===== src/rtl/vliw_rf_pkg.sv =====
// vliw_rf_pkg: shared defaults, address-width derivation and packed-bus slice helpers
// for the multi-issue VLIW register file.
package vliw_rf_pkg;
    localparam int DEF_WIDTH  = 32;
    localparam int DEF_DEPTH  = 8;
    localparam int DEF_NUM_WR = 2;
    localparam int DEF_NUM_RD = 6;
    localparam int CNT_W      = 8;

    function automatic int aw_of(input int depth);
        return (depth > 1) ? $clog2(depth) : 1;
    endfunction

    // Base bit of lane idx inside a packed bus of w-bit lanes.
    function automatic int lo_bit(input int idx, input int w);
        return idx * w;
    endfunction
endpackage


===== src/rtl/vliw_multiport_regfile_if.sv =====
// vliw_rf_if: decode/writeback-facing bus of the register file; master drives
// writes, reads and reserves, slave is the register file itself.
interface vliw_rf_if #(
    parameter int WIDTH  = vliw_rf_pkg::DEF_WIDTH,
    parameter int DEPTH  = vliw_rf_pkg::DEF_DEPTH,
    parameter int NUM_WR = vliw_rf_pkg::DEF_NUM_WR,
    parameter int NUM_RD = vliw_rf_pkg::DEF_NUM_RD
);
    localparam int AW = vliw_rf_pkg::aw_of(DEPTH);
    logic [NUM_WR-1:0]       wr_en;
    logic [NUM_WR*AW-1:0]    wr_addr;
    logic [NUM_WR*WIDTH-1:0] wr_data;
    logic [NUM_RD*AW-1:0]    rd_addr;
    logic [NUM_RD*WIDTH-1:0] rd_data;
    logic [NUM_RD-1:0]       rd_busy;
    logic [NUM_WR-1:0]       rsv_en;
    logic [NUM_WR*AW-1:0]    rsv_addr;
    logic                    conflict_pulse;
    logic [7:0]              conflict_count;

    modport master (
        output wr_en, wr_addr, wr_data, rd_addr, rsv_en, rsv_addr,
        input  rd_data, rd_busy, conflict_pulse, conflict_count
    );
    modport slave (
        input  wr_en, wr_addr, wr_data, rd_addr, rsv_en, rsv_addr,
        output rd_data, rd_busy, conflict_pulse, conflict_count
    );
endinterface


===== src/rtl/rf_write_arbiter.sv =====
// rf_write_arbiter: per-register winning write slot (lowest index wins) and its data,
// plus a flag when any nonzero register is targeted by more than one slot.
module rf_write_arbiter
    import vliw_rf_pkg::*;
#(
    parameter int WIDTH  = DEF_WIDTH,
    parameter int DEPTH  = DEF_DEPTH,
    parameter int NUM_WR = DEF_NUM_WR,
    localparam int AW    = aw_of(DEPTH)
) (
    input  logic [NUM_WR-1:0]                  wr_en,
    input  logic [NUM_WR*AW-1:0]               wr_addr,
    input  logic [NUM_WR*WIDTH-1:0]            wr_data,
    output logic [DEPTH-1:0][NUM_WR-1:0]       win_oh,
    output logic [DEPTH-1:0][WIDTH-1:0]        wr_val,
    output logic                               collision
);
    // Register 0 never gets a winner, so writes to it vanish and never collide.
    always_comb begin
        win_oh    = '0;
        wr_val    = '0;
        collision = 1'b0;
        for (int r = 1; r < DEPTH; r++) begin
            for (int s = 0; s < NUM_WR; s++) begin
                if (wr_en[s] && wr_addr[lo_bit(s, AW) +: AW] == AW'(r)) begin
                    if (|win_oh[r]) begin
                        collision = 1'b1;
                    end else begin
                        win_oh[r][s] = 1'b1;
                        wr_val[r]    = wr_data[lo_bit(s, WIDTH) +: WIDTH];
                    end
                end
            end
        end
    end
endmodule


===== src/rtl/vliw_multiport_regfile.sv =====
// vliw_multiport_regfile: NUM_WR-write / NUM_RD-read register file with optional
// write-to-read bypass, per-register busy scoreboard and saturating collision counter.
module vliw_multiport_regfile
    import vliw_rf_pkg::*;
#(
    parameter int WIDTH  = DEF_WIDTH,
    parameter int DEPTH  = DEF_DEPTH,
    parameter int NUM_WR = DEF_NUM_WR,
    parameter int NUM_RD = DEF_NUM_RD,
    parameter int BYPASS = 1
) (
    input logic      clk,
    input logic      reset,
    vliw_rf_if.slave bus
);
    localparam int AW = aw_of(DEPTH);

    logic [DEPTH-1:0][NUM_WR-1:0] win_oh;
    logic [DEPTH-1:0][WIDTH-1:0]  wr_val;
    logic                         collision;
    logic [DEPTH-1:0]             hit;
    logic [WIDTH-1:0]             reg_view [DEPTH];
    logic [DEPTH-1:0]             busy_view;
    logic                         conflict_pulse_q, conflict_pulse_d;
    logic [CNT_W-1:0]             conflict_count_q, conflict_count_d;

    rf_write_arbiter #(
        .WIDTH (WIDTH),
        .DEPTH (DEPTH),
        .NUM_WR(NUM_WR)
    ) u_arb (
        .wr_en    (bus.wr_en),
        .wr_addr  (bus.wr_addr),
        .wr_data  (bus.wr_data),
        .win_oh   (win_oh),
        .wr_val   (wr_val),
        .collision(collision)
    );

    for (genvar r = 0; r < DEPTH; r++) begin : g_reg
        assign hit[r] = |win_oh[r];
        if (r == 0) begin : g_zero
            assign reg_view[r]  = '0;
            assign busy_view[r] = 1'b0;
        end else begin : g_live
            logic [WIDTH-1:0] val_q, val_d;
            logic             busy_q, busy_d, rsv;
            // A reserve in the same cycle as a write names a new producer, so it beats the clear.
            always_comb begin
                rsv = 1'b0;
                for (int s = 0; s < NUM_WR; s++)
                    rsv = rsv | (bus.rsv_en[s] && bus.rsv_addr[lo_bit(s, AW) +: AW] == AW'(r));
                val_d  = hit[r] ? wr_val[r] : val_q;
                busy_d = rsv ? 1'b1 : hit[r] ? 1'b0 : busy_q;
            end
            always_ff @(posedge clk or negedge reset) begin
                if (!reset) begin
                    val_q  <= '0;
                    busy_q <= 1'b0;
                end else begin
                    val_q  <= val_d;
                    busy_q <= busy_d;
                end
            end
            assign reg_view[r]  = val_q;
            assign busy_view[r] = busy_q;
        end
    end

    for (genvar j = 0; j < NUM_RD; j++) begin : g_rd
        logic [AW-1:0] a;
        assign a = bus.rd_addr[lo_bit(j, AW) +: AW];
        assign bus.rd_data[lo_bit(j, WIDTH) +: WIDTH] = (BYPASS != 0 && hit[a]) ? wr_val[a] : reg_view[a];
        assign bus.rd_busy[j] = busy_view[a];
    end

    always_comb begin
        conflict_pulse_d = collision;
        conflict_count_d = (collision && conflict_count_q != '1) ? conflict_count_q + 1'b1 : conflict_count_q;
    end

    always_ff @(posedge clk or negedge reset) begin
        if (!reset) begin
            conflict_pulse_q <= 1'b0;
            conflict_count_q <= '0;
        end else begin
            conflict_pulse_q <= conflict_pulse_d;
            conflict_count_q <= conflict_count_d;
        end
    end

    assign bus.conflict_pulse = conflict_pulse_q;
    assign bus.conflict_count = conflict_count_q;
endmodule


===== src/flat_wrapper.sv =====
// flat-port wrapper written by rule: the top's interface ports become plain ports
module vliw_multiport_regfile_flat import vliw_rf_pkg::*;
#(
    parameter int WIDTH  = DEF_WIDTH,
    parameter int DEPTH  = DEF_DEPTH,
    parameter int NUM_WR = DEF_NUM_WR,
    parameter int NUM_RD = DEF_NUM_RD,
    parameter int BYPASS = 1
)
  (clk, reset, bus_wr_en, bus_wr_addr, bus_wr_data, bus_rd_addr, bus_rsv_en, bus_rsv_addr, bus_rd_data, bus_rd_busy, bus_conflict_pulse, bus_conflict_count);
  vliw_rf_if #(.WIDTH(WIDTH), .DEPTH(DEPTH), .NUM_WR(NUM_WR), .NUM_RD(NUM_RD)) bus_i ();
  input logic clk;
  input logic reset;
  input wire logic [$bits(bus_i.wr_en)-1:0] bus_wr_en;
  input wire logic [$bits(bus_i.wr_addr)-1:0] bus_wr_addr;
  input wire logic [$bits(bus_i.wr_data)-1:0] bus_wr_data;
  input wire logic [$bits(bus_i.rd_addr)-1:0] bus_rd_addr;
  input wire logic [$bits(bus_i.rsv_en)-1:0] bus_rsv_en;
  input wire logic [$bits(bus_i.rsv_addr)-1:0] bus_rsv_addr;
  output wire logic [$bits(bus_i.rd_data)-1:0] bus_rd_data;
  output wire logic [$bits(bus_i.rd_busy)-1:0] bus_rd_busy;
  output wire logic [$bits(bus_i.conflict_pulse)-1:0] bus_conflict_pulse;
  output wire logic [$bits(bus_i.conflict_count)-1:0] bus_conflict_count;
  assign bus_i.wr_en = bus_wr_en;
  assign bus_i.wr_addr = bus_wr_addr;
  assign bus_i.wr_data = bus_wr_data;
  assign bus_i.rd_addr = bus_rd_addr;
  assign bus_i.rsv_en = bus_rsv_en;
  assign bus_i.rsv_addr = bus_rsv_addr;
  assign bus_rd_data = bus_i.rd_data;
  assign bus_rd_busy = bus_i.rd_busy;
  assign bus_conflict_pulse = bus_i.conflict_pulse;
  assign bus_conflict_count = bus_i.conflict_count;
  vliw_multiport_regfile #(.WIDTH(WIDTH), .DEPTH(DEPTH), .NUM_WR(NUM_WR), .NUM_RD(NUM_RD), .BYPASS(BYPASS)) u_core (.clk(clk), .reset(reset), .bus(bus_i));
endmodule

===== config.mk =====
export PLATFORM = sky130hd
export DESIGN_NAME = vliw_multiport_regfile_flat
export DESIGN_NICKNAME = d
export VERILOG_FILES = /design/src/rtl/vliw_rf_pkg.sv /design/src/rtl/vliw_multiport_regfile_if.sv /design/src/rtl/rf_write_arbiter.sv /design/src/rtl/vliw_multiport_regfile.sv /design/src/flat_wrapper.sv
export SDC_FILE = /design/constraint.sdc
export NUM_CORES = 2
export LEC_CHECK = 0
export CELL_PAD_IN_SITES_DETAIL_PLACEMENT = 0
export CELL_PAD_IN_SITES_GLOBAL_PLACEMENT = 2
export CORE_UTILIZATION = 35
export CTS_BUF_LIST = sky130_fd_sc_hd__clkbuf_2 sky130_fd_sc_hd__clkbuf_4 sky130_fd_sc_hd__clkbuf_8
export CTS_CLUSTER_SIZE = 12
export DETAILED_ROUTE_END_ITERATION = 10
export PLACE_DENSITY_LB_ADDON = 0.1
export SYNTH_ARGS = -nofsm -noshare
export SYNTH_HDL_FRONTEND = slang
export SYNTH_SLANG_ARGS = --single-unit

===== constraint.sdc =====
create_clock -name clk -period 2.15 [get_ports clk]
set_clock_uncertainty 0.05 [all_clocks]
set_input_delay 0.215 -clock clk [delete_from_list [all_inputs] [get_ports clk]]
set_output_delay 0.215 -clock clk [all_outputs]
set_load 0.02 [all_outputs]

==> run_results.csv <==
group,metric,value,unit
run_status,status,"finished with violations",
run_status,violations,"negative setup slack",
drt,drc_errors,0,
synthesis,synth-simple-area-share,11.9,%
clock_network,cts_buffers,56,
power,ir_drop,439,uV
power,p_per_area,580,mW/mm^2
sta,rsz0062_at_grt,"true",
synthesis,seq_area_frac_synth,18.0,%
synthesis,synth.distinct_cells,66,
setup_path,cp-start-kind,"primary input",
synthesis,synth-xor-area-share,0.289,%
synthesis,synthesis.nets,3653,
sta,relSlewSlack,46.5,%
setup_path,end_kind,"output pin",
synthesis,ys_top_cells_by_count,"511 x nand2_1, 438 x a22oi_1, 359 x mux4_2",
die,dieArea,0.0964,mm^2
drt,wl_met2,91.1,mm
place,gp_congestion,0.964,
synthesis,syn_area_per_cell,9.38,um^2
drt,ant_nets,0,
min_path,min-delay-path-class,"in -> reg",
die,num_rows,112,
synthesis,yosysTopAreaCell,"mux4_2",
power,p_total,29.1,mW
drt,first_iter_violations,5935,
synthesis,netlist_instances,3552,
setup_path,crit_type,"in -> out",
synthesis,synth_top_area_share,24.3,%
sta,worstMarginPinSlew,0.802,ns
setup_path,cp_max_fo,6,
final_layout,nets,4550,
global_routing,grt.total_usage,42.4,%
global_routing,grt_overflow,0,
place,pre_cts_ws,-1.70,ns
die,core-area,0.0937,mm^2
drt,drt-wirelength-per-cell,37.1,um
die,pin_count,307,
synthesis,synthAdderAreaFrac,0.0376,%
sta,period_needed,2.97,ns
drt,routed_via_density,7.19,
setup_path,arrival,2.71,ns
global_routing,grt_pass1_vias,40444,
clock_network,cts_tree,"built",
drt,dr_wl_met3,27.8,mm
synthesis,ys_ff_latch,240,
flow_run,drv_cap,0,
final_layout,drive_gt1_share,51.3,%
place,dp_hpwl,142,mm
drt,highest_layer,"met5",
sta,final-setup-viol-count,199,
synthesis,async_flop_share,100,%
synthesis,synth_edf_count,0,
die,dieWidth,311,um
clock_network,cts_max_level,2,
synthesis,yosys_warnings,0,
final_layout,syn2layout_area_growth,50.5,%
setup_path,required,1.88,ns
die,initial_core_util,35.5,%
clock_network,clk_pin_slew,0.06,ns
sta,fmax,336,MHz
die,die_h,311,um
clock_network,cts_sinks,240,
clock_network,clock_latency,0.81,ns
synthesis,synthMuxAreaShare,32.9,%
drt,routed_wl,214,mm
global_routing,grt_pass1_wl,300,mm
sta,period_share,138,%
power,p_leak,20.8,nW
synthesis,synthFlopType,"dfrtp_1",
drt,vias,41345,
global_routing,grt_max_degree,54,
sta,drv_slew,0,
synthesis,synth-compound-area-share,30.6,%
drt,drt-met1-wl,80.7,mm
synthesis,yosys-top-cells-area,"mux4_2 24%, dfrtp_1 18%, a22oi_1 9.9%",
synthesis,synth_top_family_by_area,"multiplexers",
clock_network,cts-root-buf,"clkbuf_8",
final_layout,nFillCells,8419,
drt,dr.pass1.iters,8,
synthesis,synth.most_common_cell,"nand2_1",
synthesis,mappedNetlistArea,0.0333,mm^2
global_routing,antenna_found_initial,6,
sta,setup_ws,-0.823,ns
place,port_buffers,306,
sta,finalHoldViolations,0,
clock_network,cts_buffer_depth,3,
==> layout by cell type (no fill, tap or decap), types with 29 or more instances in the layout <==
cell type        Yosys  final
a31oi_1             38     36
buf_12               0    175
buf_6                1    104
mux2_2             213    212
a21o_1              70     69
buf_2              106     29
dfrtp_1            240    240
a22oi_2              1     91
a221o_1             29     29
nor2_1              77     61
a221oi_1           189     80
a21oi_1            221    208
mux2i_1             49     43
nand3_1             97     96
clkbuf_8             0     70
mux4_2             359    359
and3_1              43     43
a22oi_1            438    348
a221oi_2             1     95
o211a_1            159    139
clkdlybuf4s50_1      0     92
a22o_4               0     35
o21ai_0             43     42
nand2_1            511    505
nand3b_1            30     30
buf_4               23    839
a311oi_4             0     29
==> routing by layer <==
metal	vias to the layer above	GRT usage [%]
met5	-	0.247
met4	2	24.4
met3	850	13.5
met2	3548	62.5
met1	20611	54.4
li1	16334	-
==> critical path, stage by stage <==
cell	delay, ns
buf_8	0.11
buf_6	0.11
nor4bb_4	0.26
buf_4	0.18
buf_6	0.11
nor2b_4	0.04
buf_12	0.14
buf_12	0.16
buf_8	0.14
a22o_4	0.24
buf_6	0.13
a221oi_2	0.36
a22oi_2	0.16
o211a_1	0.17
buf_4	0.16
==> area by class of cell <==
type,count,area (um^2),area share [%]
Antenna cell,5,12.5,0.0250
Clock buffer,90,1110,2.22
Clock inverter,12,150,0.299
Inverter,3,11.3,0.0225
Multi-Input combinational cell,2823,28100,56.1
Sequential cell,240,6010,12.0
Tap cell,1254,1570,3.13
Timing Repair Buffer,1325,13200,26.3
==> through the flow <==
step / util, % / hold slack, ns / std cells / TNS, ns / instance area, um^2
2_1_floorplan: - / -0.131 / 3552 / -9.12 / 34300
3_3_place_gp: 48.8 / 0.142 / 5533 / -319.83 / 45800
3_5_place_dp: 48.8 / 0.142 / 5533 / -337.85 / 45800
4_1_cts: 52.2 / 0.00358 / 5699 / -131.98 / 48900
5_1_grt: 53.5 / 0.0402 / 5748 / -138.01 / 50100
6_report: 53.5 / 0.0462 / 5752 / -127.94 / 50100
==> power breakdown <==
| part | leakage (nW) | internal, mW | switching, mW |
|---|---|---|---|
| logic | 17.1 | 7.51 | 7.93 |
| registers | 2.97 | 5.44 | 1.69 |
| clock network | 0.677 | 3.63 | 2.88 |
| total | 20.8 | 16.6 | 12.5 |
==> worst paths after layout <==
| path | start | end | slack [ns] | cells past startpoint |
|---|---|---|---|---|
| max | bus_wr_addr[2] | bus_rd_data[47] | -0.82 | 15 |
| min | bus_wr_data[5] | u_core.g_reg[4].g_live.val_q[5]$_DFFE_PN0N_ | 0.05 | 3 |
| max reg2reg | u_core.bus.conflict_count[0]$_DFFE_PN0P_ | u_core.bus.conflict_count[1]$_DFFE_PN0P_ | 0.55 | 4 |
| min reg2reg | u_core.bus.conflict_count[7]$_DFFE_PN0P_ | u_core.bus.conflict_count[7]$_DFFE_PN0P_ | 0.47 | 1 |
| max in group asynchronous | reset | u_core.g_reg[3].g_live.val_q[0]$_DFFE_PN0N_ | 1.60 | 3 |
| min in group asynchronous | reset | u_core.g_reg[7].g_live.val_q[3]$_DFFE_PN0N_ | 0.09 | 3 |
==> kinds of logic (layout without fill, tap and decap cells) <==
family	after synthesis	count (layout)
other	0	5
XOR/XNOR	11	11
AND/OR/NAND/NOR	866	867
AO/OA/AOI/OAI	1323	1323
adder cells (fa/ha/maj)	1	1
multiplexers	621	621
buffers and inverters	490	1430
flip-flops	240	240
==> registers in the layout (all words and copies together), names as in the netlist <==
| register | count |
|---|---|
| u_core.bus.conflict_pulse | 1 |
| u_core.bus.conflict_count | 8 |
| u_core.g.g_live.busy_q | 7 |
| u_core.g.g_live.val_q | 224 |
==> timing repair <==
action,in CTS,in global routing
endpoints found under the hold margin,247,0
gates cloned,10,6
pin swaps,121,74
hold buffers,6,0
resized for setup,847,316
buffers inserted,52,51
endpoints found under the setup margin,207,203
Note: power is estimated with default switching activity, not from simulation.
